[src/rtl/csr_access_unit_pkg.sv]
// rtl/csr_access_unit_pkg.sv - shared constants, state encoding and decode helpers for the CSR access unit
package csr_access_unit_pkg;

    localparam int DEF_XLEN   = 32;
    localparam int DEF_CSR_AW = 12;

    localparam logic [2:0] F3_CSRRW  = 3'b001;
    localparam logic [2:0] F3_CSRRS  = 3'b010;
    localparam logic [2:0] F3_CSRRC  = 3'b011;
    localparam logic [2:0] F3_CSRRWI = 3'b101;
    localparam logic [2:0] F3_CSRRSI = 3'b110;
    localparam logic [2:0] F3_CSRRCI = 3'b111;

    // Top two address bits of a read-only CSR
    localparam logic [1:0] RO_CSR_PREFIX = 2'b11;

    typedef enum logic [2:0] {
        ST_IDLE = 3'd0,
        ST_RD   = 3'd1,
        ST_CAP  = 3'd2,
        ST_WR   = 3'd3,
        ST_DONE = 3'd4
    } state_e;

    // Set/clear forms with rs1/zimm of zero are pure reads and never write the CSR
    function automatic logic write_intended(input logic [2:0] funct3, input logic [4:0] rs1_idx);
        return (funct3[1:0] == 2'b01) || (rs1_idx != 5'd0);
    endfunction

endpackage

[src/rtl/csr_access_unit_alu.sv]
// rtl/csr_access_unit_alu.sv - combinational read-modify-write datapath for Zicsr operations
module csr_alu
    import csr_access_unit_pkg::*;
#(
    parameter int XLEN = DEF_XLEN
) (
    input  logic [2:0]      funct3,
    input  logic [XLEN-1:0] old,
    input  logic [XLEN-1:0] operand,
    output logic [XLEN-1:0] new_val
);

    always_comb begin
        new_val = old;
        case (funct3)
            F3_CSRRW, F3_CSRRWI: new_val = operand;
            F3_CSRRS, F3_CSRRSI: new_val = old | operand;
            F3_CSRRC, F3_CSRRCI: new_val = old & ~operand;
            default:             new_val = old;
        endcase
    end

endmodule

[src/rtl/csr_access_unit.sv]
// rtl/csr_access_unit.sv - EX-stage initiator executing Zicsr instructions against the CSR register-file port
module csr_access_unit
    import csr_access_unit_pkg::*;
#(
    parameter int XLEN   = DEF_XLEN,
    parameter int CSR_AW = DEF_CSR_AW
) (
    input  logic              clk,
    input  logic              rst,
    input  logic              req_valid_i,
    output logic              req_ready_o,
    input  logic [2:0]        funct3_i,
    input  logic [CSR_AW-1:0] csr_addr_i,
    input  logic [4:0]        rs1_idx_i,
    input  logic [XLEN-1:0]   rs1_data_i,
    input  logic [4:0]        rd_idx_i,
    output logic [CSR_AW-1:0] csr_addr_o,
    output logic              csr_we_o,
    output logic [XLEN-1:0]   csr_wdata_o,
    input  logic [XLEN-1:0]   csr_rdata_i,
    input  logic              flush_i,
    output logic              done_o,
    output logic              illegal_o,
    output logic              rd_we_o,
    output logic [4:0]        rd_idx_o,
    output logic [XLEN-1:0]   rd_wdata_o,
    output logic              retire_o
);

    state_e            state_q, state_d;
    logic [2:0]        funct3_q;
    logic [CSR_AW-1:0] csr_addr_q;
    logic [XLEN-1:0]   operand_q;
    logic [XLEN-1:0]   old_q;
    logic [XLEN-1:0]   new_val;
    logic [4:0]        rd_idx_q;
    logic              write_q;
    logic              illegal_q;

    logic              accept;
    logic              req_write;
    logic              req_illegal;
    logic [XLEN-1:0]   req_operand;

    // Ready is held low while reset is asserted, not just after it releases
    assign req_ready_o = (state_q == ST_IDLE) && !rst;
    assign accept      = req_valid_i && req_ready_o && !flush_i;
    assign req_write   = write_intended(funct3_i, rs1_idx_i);
    assign req_illegal = (funct3_i[1:0] == 2'b00) ||
                         (req_write && (csr_addr_i[CSR_AW-1 -: 2] == RO_CSR_PREFIX));
    assign req_operand = funct3_i[2] ? {{(XLEN-5){1'b0}}, rs1_idx_i} : rs1_data_i;

    csr_alu #(.XLEN(XLEN)) u_alu (
        .funct3  (funct3_q),
        .old     (old_q),
        .operand (operand_q),
        .new_val (new_val)
    );

    always_ff @(posedge clk or posedge rst) begin
        if (rst) begin
            state_q    <= ST_IDLE;
            funct3_q   <= '0;
            csr_addr_q <= '0;
            operand_q  <= '0;
            old_q      <= '0;
            rd_idx_q   <= '0;
            write_q    <= 1'b0;
            illegal_q  <= 1'b0;
        end else begin
            state_q <= state_d;
            if (accept) begin
                funct3_q  <= funct3_i;
                operand_q <= req_operand;
                rd_idx_q  <= rd_idx_i;
                write_q   <= req_write;
                illegal_q <= req_illegal;
                // Illegal ops never touch the port, so the port keeps its last address
                if (!req_illegal) begin
                    csr_addr_q <= csr_addr_i;
                end
            end
            if (state_q == ST_CAP) begin
                old_q <= csr_rdata_i;
            end
        end
    end

    always_comb begin
        state_d     = state_q;
        csr_addr_o  = csr_addr_q;
        csr_we_o    = 1'b0;
        csr_wdata_o = '0;
        done_o      = 1'b0;
        illegal_o   = 1'b0;
        rd_we_o     = 1'b0;
        rd_idx_o    = '0;
        rd_wdata_o  = '0;
        retire_o    = 1'b0;
        case (state_q)
            ST_IDLE: begin
                if (accept) begin
                    state_d = req_illegal ? ST_DONE : ST_RD;
                end
            end
            ST_RD: begin
                state_d = flush_i ? ST_IDLE : ST_CAP;
            end
            ST_CAP: begin
                if (flush_i) begin
                    state_d = ST_IDLE;
                end else begin
                    state_d = write_q ? ST_WR : ST_DONE;
                end
            end
            ST_WR: begin
                csr_we_o    = 1'b1;
                csr_wdata_o = new_val;
                state_d     = ST_DONE;
            end
            ST_DONE: begin
                done_o    = 1'b1;
                illegal_o = illegal_q;
                rd_idx_o  = rd_idx_q;
                if (!illegal_q) begin
                    retire_o   = 1'b1;
                    rd_we_o    = (rd_idx_q != 5'd0);
                    rd_wdata_o = old_q;
                end
                state_d = ST_IDLE;
            end
            default: state_d = ST_IDLE;
        endcase
    end

endmodule

[config.mk]
export PLATFORM = sky130hd
export DESIGN_NAME = csr_access_unit
export DESIGN_NICKNAME = d
export VERILOG_FILES = /design/src/rtl/csr_access_unit_pkg.sv /design/src/rtl/csr_access_unit_alu.sv /design/src/rtl/csr_access_unit.sv
export SDC_FILE = /design/constraint.sdc
export NUM_CORES = 1
export LEC_CHECK = 0
export BUFFER_PORTS_ARGS = -buffer_cell sky130_fd_sc_hd__buf_2
export CAP_MARGIN = 5
export CORE_MARGIN = 5
export CORE_UTILIZATION = 45
export CTS_CLUSTER_SIZE = 28
export DETAILED_ROUTE_END_ITERATION = 10
export PLACE_DENSITY = 0.69
export SLEW_MARGIN = 0
export SYNTH_ARGS = -nofsm -noshare
export SYNTH_HDL_FRONTEND = slang
export SYNTH_HIERARCHICAL = 1
export SYNTH_SLANG_ARGS = --single-unit
[constraint.sdc]
create_clock -name clk -period 4.2 [get_ports clk]
set_input_delay 0.42 -clock clk [delete_from_list [all_inputs] [get_ports clk]]
set_output_delay 0.42 -clock clk [all_outputs]
set_load 0.01 [all_outputs]
-- Word level (Yosys, flattened, before mapping)
Cells that the tools add are included.
- eq/ne operators: 13
- mux-type cells: 19
- bitwise logic cells: 4
- reduce and logical (&&, ||, !) cells: 16
- operators by type and width (kind ; count):
    32-bit two-way mux ; 4
    32-bit case mux with 3 select lines ; 1
    32-bit AND ; 1
    32-bit inverter ; 1
    32-bit bitwise OR ; 1
    3-bit by 2-bit == test with 1-bit output (second input constant) ; 4
    3-bit == test (second input constant) ; 4
    3-bit two-way mux ; 4
    3-bit case mux with 4 select lines ; 1
    5-bit nonzero test ; 2
    1-bit two-way mux ; 7
    3-bit by 1-bit == test with 1-bit output (second input constant) ; 2
    2-bit OR reduction ; 3
    5-bit two-way mux ; 1
    1-bit logical AND ; 4
    3-bit zero test ; 1
    2-bit by 1-bit == test with 1-bit output (second input constant) ; 1
    2-bit == test (second input constant) ; 1
    1-bit zero test ; 2
    2-bit zero test ; 1
    1-bit logical OR ; 2
    2-bit two-way mux ; 1
    2-bit != test (second input constant) ; 1
    2-bit AND reduction ; 1
    1-bit inverter ; 1
- bits in registers: 89
- input port bits: 93
- output and inout port bits: 87
- word-level logic and storage cells: 60

-- Depth between registers and ports, before layout
- word-level depth: 7
- depth in mapped cells: 6
- depth with buffers taken out: 4

-- Hierarchy
The synthesis kept the hierarchy.
- by module, submodules not included (module ; instances ; cells each ; area each (µm²) ; sequential area each (µm²)):
    csr_access_unit ; 1 ; 373 ; 4140.2 ; 2227.1
    csr_alu ; 1 ; 142 ; 928.4 ; 0.0

-- Worst setup path before layout
No wires, ideal clock.
- path type: in2reg
- from: input rs1_idx_i[0]
- to: register csr_addr_q[0] (netlist: csr_addr_o[0])
- library setup time: 125 ps
- arrival time: 2002 ps
- path slack: 2073 ps
- stages on the path: 5
- buffers on the path: 1
- cell sequence: or4_4 o311a_4 nor3_4 buf_12 mux2_4
- longest elaborated chain between the ends: 6
- RTL lines (element ; RTL line ; source):
    start: declaration ; csr_access_unit.sv:14 ; input logic [4:0] rs1_idx_i,
    5-bit nonzero test ; csr_access_unit_pkg.sv:27 ; return (funct3[1:0] == 2'b01) || (rs1_idx != 5'd0);
    1-bit logical OR ; csr_access_unit_pkg.sv:27 ;
    1-bit logical AND ; csr_access_unit.sv:50 ; (req_write && (csr_addr_i[CSR_AW-1 -: 2] == RO_CSR_PREFIX));
    1-bit logical OR ; csr_access_unit.sv:49 ; assign req_illegal = (funct3_i[1:0] == 2'b00) ||
    1-bit inverter (no line) ; - ;
    2-bit AND reduction (no line) ; - ;
    end signal: assignment ; csr_access_unit.sv:80 ; csr_addr_q <= csr_addr_i;
    end: declaration ; csr_access_unit.sv:32 ; logic [CSR_AW-1:0] csr_addr_q;
Every way passes these cells.
A chain may end at the register's enable or synchronous reset.

-- Worst setup path in the final report
- from: register state_q[0]
- to: output rd_wdata_o[5]
- longest elaborated chain between the ends: 2
- RTL lines (element ; RTL line ; source):
    start: declaration ; csr_access_unit.sv:30 ; state_e state_q, state_d;
    start signal: assignment ; csr_access_unit.sv:71 ; state_q <= state_d;
    3-bit == test ; csr_access_unit.sv:100 ; case (state_q)
    32-bit two-way mux ; csr_access_unit.sv:100 ;
    end: declaration ; csr_access_unit.sv:26 ; output logic [XLEN-1:0] rd_wdata_o,
Every way passes these cells.

==> out/qor.json <==
{
  "status": {
    "status": "finished, final reports clean"
  },
  "route": {
    "average_detailed_routed_wire_length_per_instance_um": 15.5,
    "first_pass_iters": 4,
    "drt_drc_violations_left": 0,
    "detailroute.via_count": 4149,
    "drtAntennaViolNets": 0,
    "detail_route.wirelength_um": 12500,
    "via_per_inst": 5.12,
    "drtIter0Drc": 205
  },
  "critical_path": {
    "critical_path_arrival_ns": 2.51,
    "type_of_the_setup_path_with_the_least_slack": "reg -> out",
    "timing.critical_path.to_type": "output pin",
    "cp.required_ns": 3.78,
    "path_max_fanout": 40,
    "critical_path.startpoint_type": "flop"
  },
  "placed_design": {
    "port_buffer_count": 179,
    "place_hpwl_um": 8880,
    "gp_congestion": 0.785
  },
  "global_routing": {
    "first_global_vias": 4225,
    "grt-ovfl-total": 0,
    "tot_gr_track_use": 0.190,
    "grt_pass1_wl_um": 20400,
    "pin_count_of_the_biggest_net_entering_global_routing": 75,
    "grt_antenna_before_repair": 1
  },
  "layout": {
    "multi_input_area_mm2": 0.00245,
    "most_frequent_cells_in_the_layout": "sky130_fd_sc_hd__buf_2 (179), sky130_fd_sc_hd__dfrtp_1 (86), sky130_fd_sc_hd__and3_1 (69), sky130_fd_sc_hd__o21ai_0 (58), sky130_fd_sc_hd__mux2_2 (42)",
    "final_layout_size_suffix_gt1_frac": 0.385,
    "final.fill_count": 990,
    "areaGrowthSynthToFinish_pct": 21.9,
    "antenna_cells_inserted": 0,
    "register_area_mm2": 0.00220,
    "design.final.nets": 759,
    "mostFrequentLayoutCell": "sky130_fd_sc_hd__buf_2"
  },
  "sta": {
    "minimum_clock_period_after_layout_ns": 2.93,
    "finalMaxSlewViolations": 0,
    "worst_pin_slew_ns": 1.10,
    "timing.final.hold_violations": 0,
    "max_slew_margin": 0.262,
    "clock.fmax_ghz": 0.341,
    "fin_tns_setup_ns": 0,
    "post-route-period-util": 0.697,
    "setup_viol": 0,
    "unrepaired_setup_endpoints_after_global_routing": "no",
    "clock-skew-final_ns": 0.00747
  },
  "clock_tree": {
    "cts-root-to-sink-buffers": 2,
    "postCtsHoldBufs": 0,
    "insertion_delay_ns": 0.36,
    "htree_num_levels": 3,
    "root_buffer": "sky130_fd_sc_hd__clkbuf_8",
    "clock_sinks": 88,
    "cts_tree": "yes",
    "postCtsResizedCells": 0,
    "cts_inserted_buffers": 9,
    "post_cts_repair_setup_buffers": 0,
    "clk_transition_reported_paths_ns": 0.08
  },
  "synthesis": {
    "number_of_cells_produced_by_synthesis": 513,
    "netlist_area_mm2": 0.00503,
    "syn_area_per_cell_um2": 9.81,
    "mappedNetlistNets": 606,
    "ys.warnings.count": 6
  },
  "floorplan": {
    "die_width_um": 116,
    "design.die.area_mm2": 0.0134,
    "ioPinCount": 180,
    "floorplan.initialDensity": 0.462,
    "core_area_mm2": 0.0109,
    "core.rowCount": 38,
    "die_ht_um": 116
  },
  "hold_path": {
    "hold_path.class": "in -> async"
  },
  "power_and_ir_drop": {
    "fin_total_pwr_uw": 4080,
    "p_leak_uw": 0.00331,
    "power.density_mw_per_mm2": 664,
    "worst_ir_drop_vdd_uv": 353
  },
  "run": {
    "drv_cap": 0
  }
}
## power by group
| group | switching (µW) | internal, µW | total [µW] |
|---|---|---|---|
| registers | 484 | 1270 | 1750 |
| logic | 764 | 884 | 1650 |
| clock network | 285 | 392 | 677 |
| total | 1530 | 2540 | 4080 |
## state kept, by name, summed over array words and instances, names as in the netlist
name / count
csr_addr_o: 12
state_q: 3
old_q: 32
rd_idx_q: 5
operand_q: 32
illegal_q: 1
write_q: 1
funct3_q: 2
## worst max-delay path, cell delays in order, from the launching register on
cell	delay [ns]
sky130_fd_sc_hd__dfrtp_1	0.36
sky130_fd_sc_hd__buf_4	0.24
sky130_fd_sc_hd__nor2_1	0.32
sky130_fd_sc_hd__nand2_1	0.14
sky130_fd_sc_hd__inv_1	0.68
sky130_fd_sc_hd__and3_1	0.27
sky130_fd_sc_hd__buf_2	0.13
## final timing paths
path | from | to | slack, ns | cells past startpoint
max | state_q[0]$_DFFE_PP0P_ | rd_wdata_o[5] | 1.27 | 6
min | rst | operand_q[4]$_DFFE_PP0P_ | 0.25 | 2
max reg2reg | state_q[0]$_DFFE_PP0P_ | csr_addr_o[9]$_DFFE_PP0P_ | 1.92 | 5
min reg2reg | csr_addr_o[7]$_DFFE_PP0P_ | csr_addr_o[7]$_DFFE_PP0P_ | 0.51 | 1
max in group asynchronous | rst | csr_addr_o[9]$_DFFE_PP0P_ | 2.93 | 3
min in group clk | flush_i | state_q[1]$_DFFE_PP0P_ | 0.27 | 2
## per-layer routing
metal / up-vias / track usage / routed length (µm)
li1: 2062 / - / -
met1: 1945 / 0.239 / 5200
met2: 121 / 0.319 / 6200
met3: 19 / 0.0428 / 894
met4: 2 / 0.0781 / 215
met5: - / 0 / 20
## final cells by class
type                            instances  area share
Inverter                               35      0.0216
Tap cell                              140      0.0286
Sequential cell                        88       0.359
Timing Repair Buffer                  185       0.153
Multi-Input combinational cell        347       0.400
Clock buffer                           11      0.0214
Clock inverter                          4      0.0155
## stage by stage
stage	hold WS, ns	util	setup WS, ns	cells	area [µm²]
after floorplan	0.474	-	1.50	513	5030
after global placement	0.486	0.543	1.65	795	5910
after detailed placement	0.486	0.543	1.61	795	5910
after CTS	0.249	0.563	1.23	810	6130
after global routing	0.255	0.563	1.02	810	6130
final	0.251	0.563	1.27	810	6130
Power figures use the tool's default switching activity.
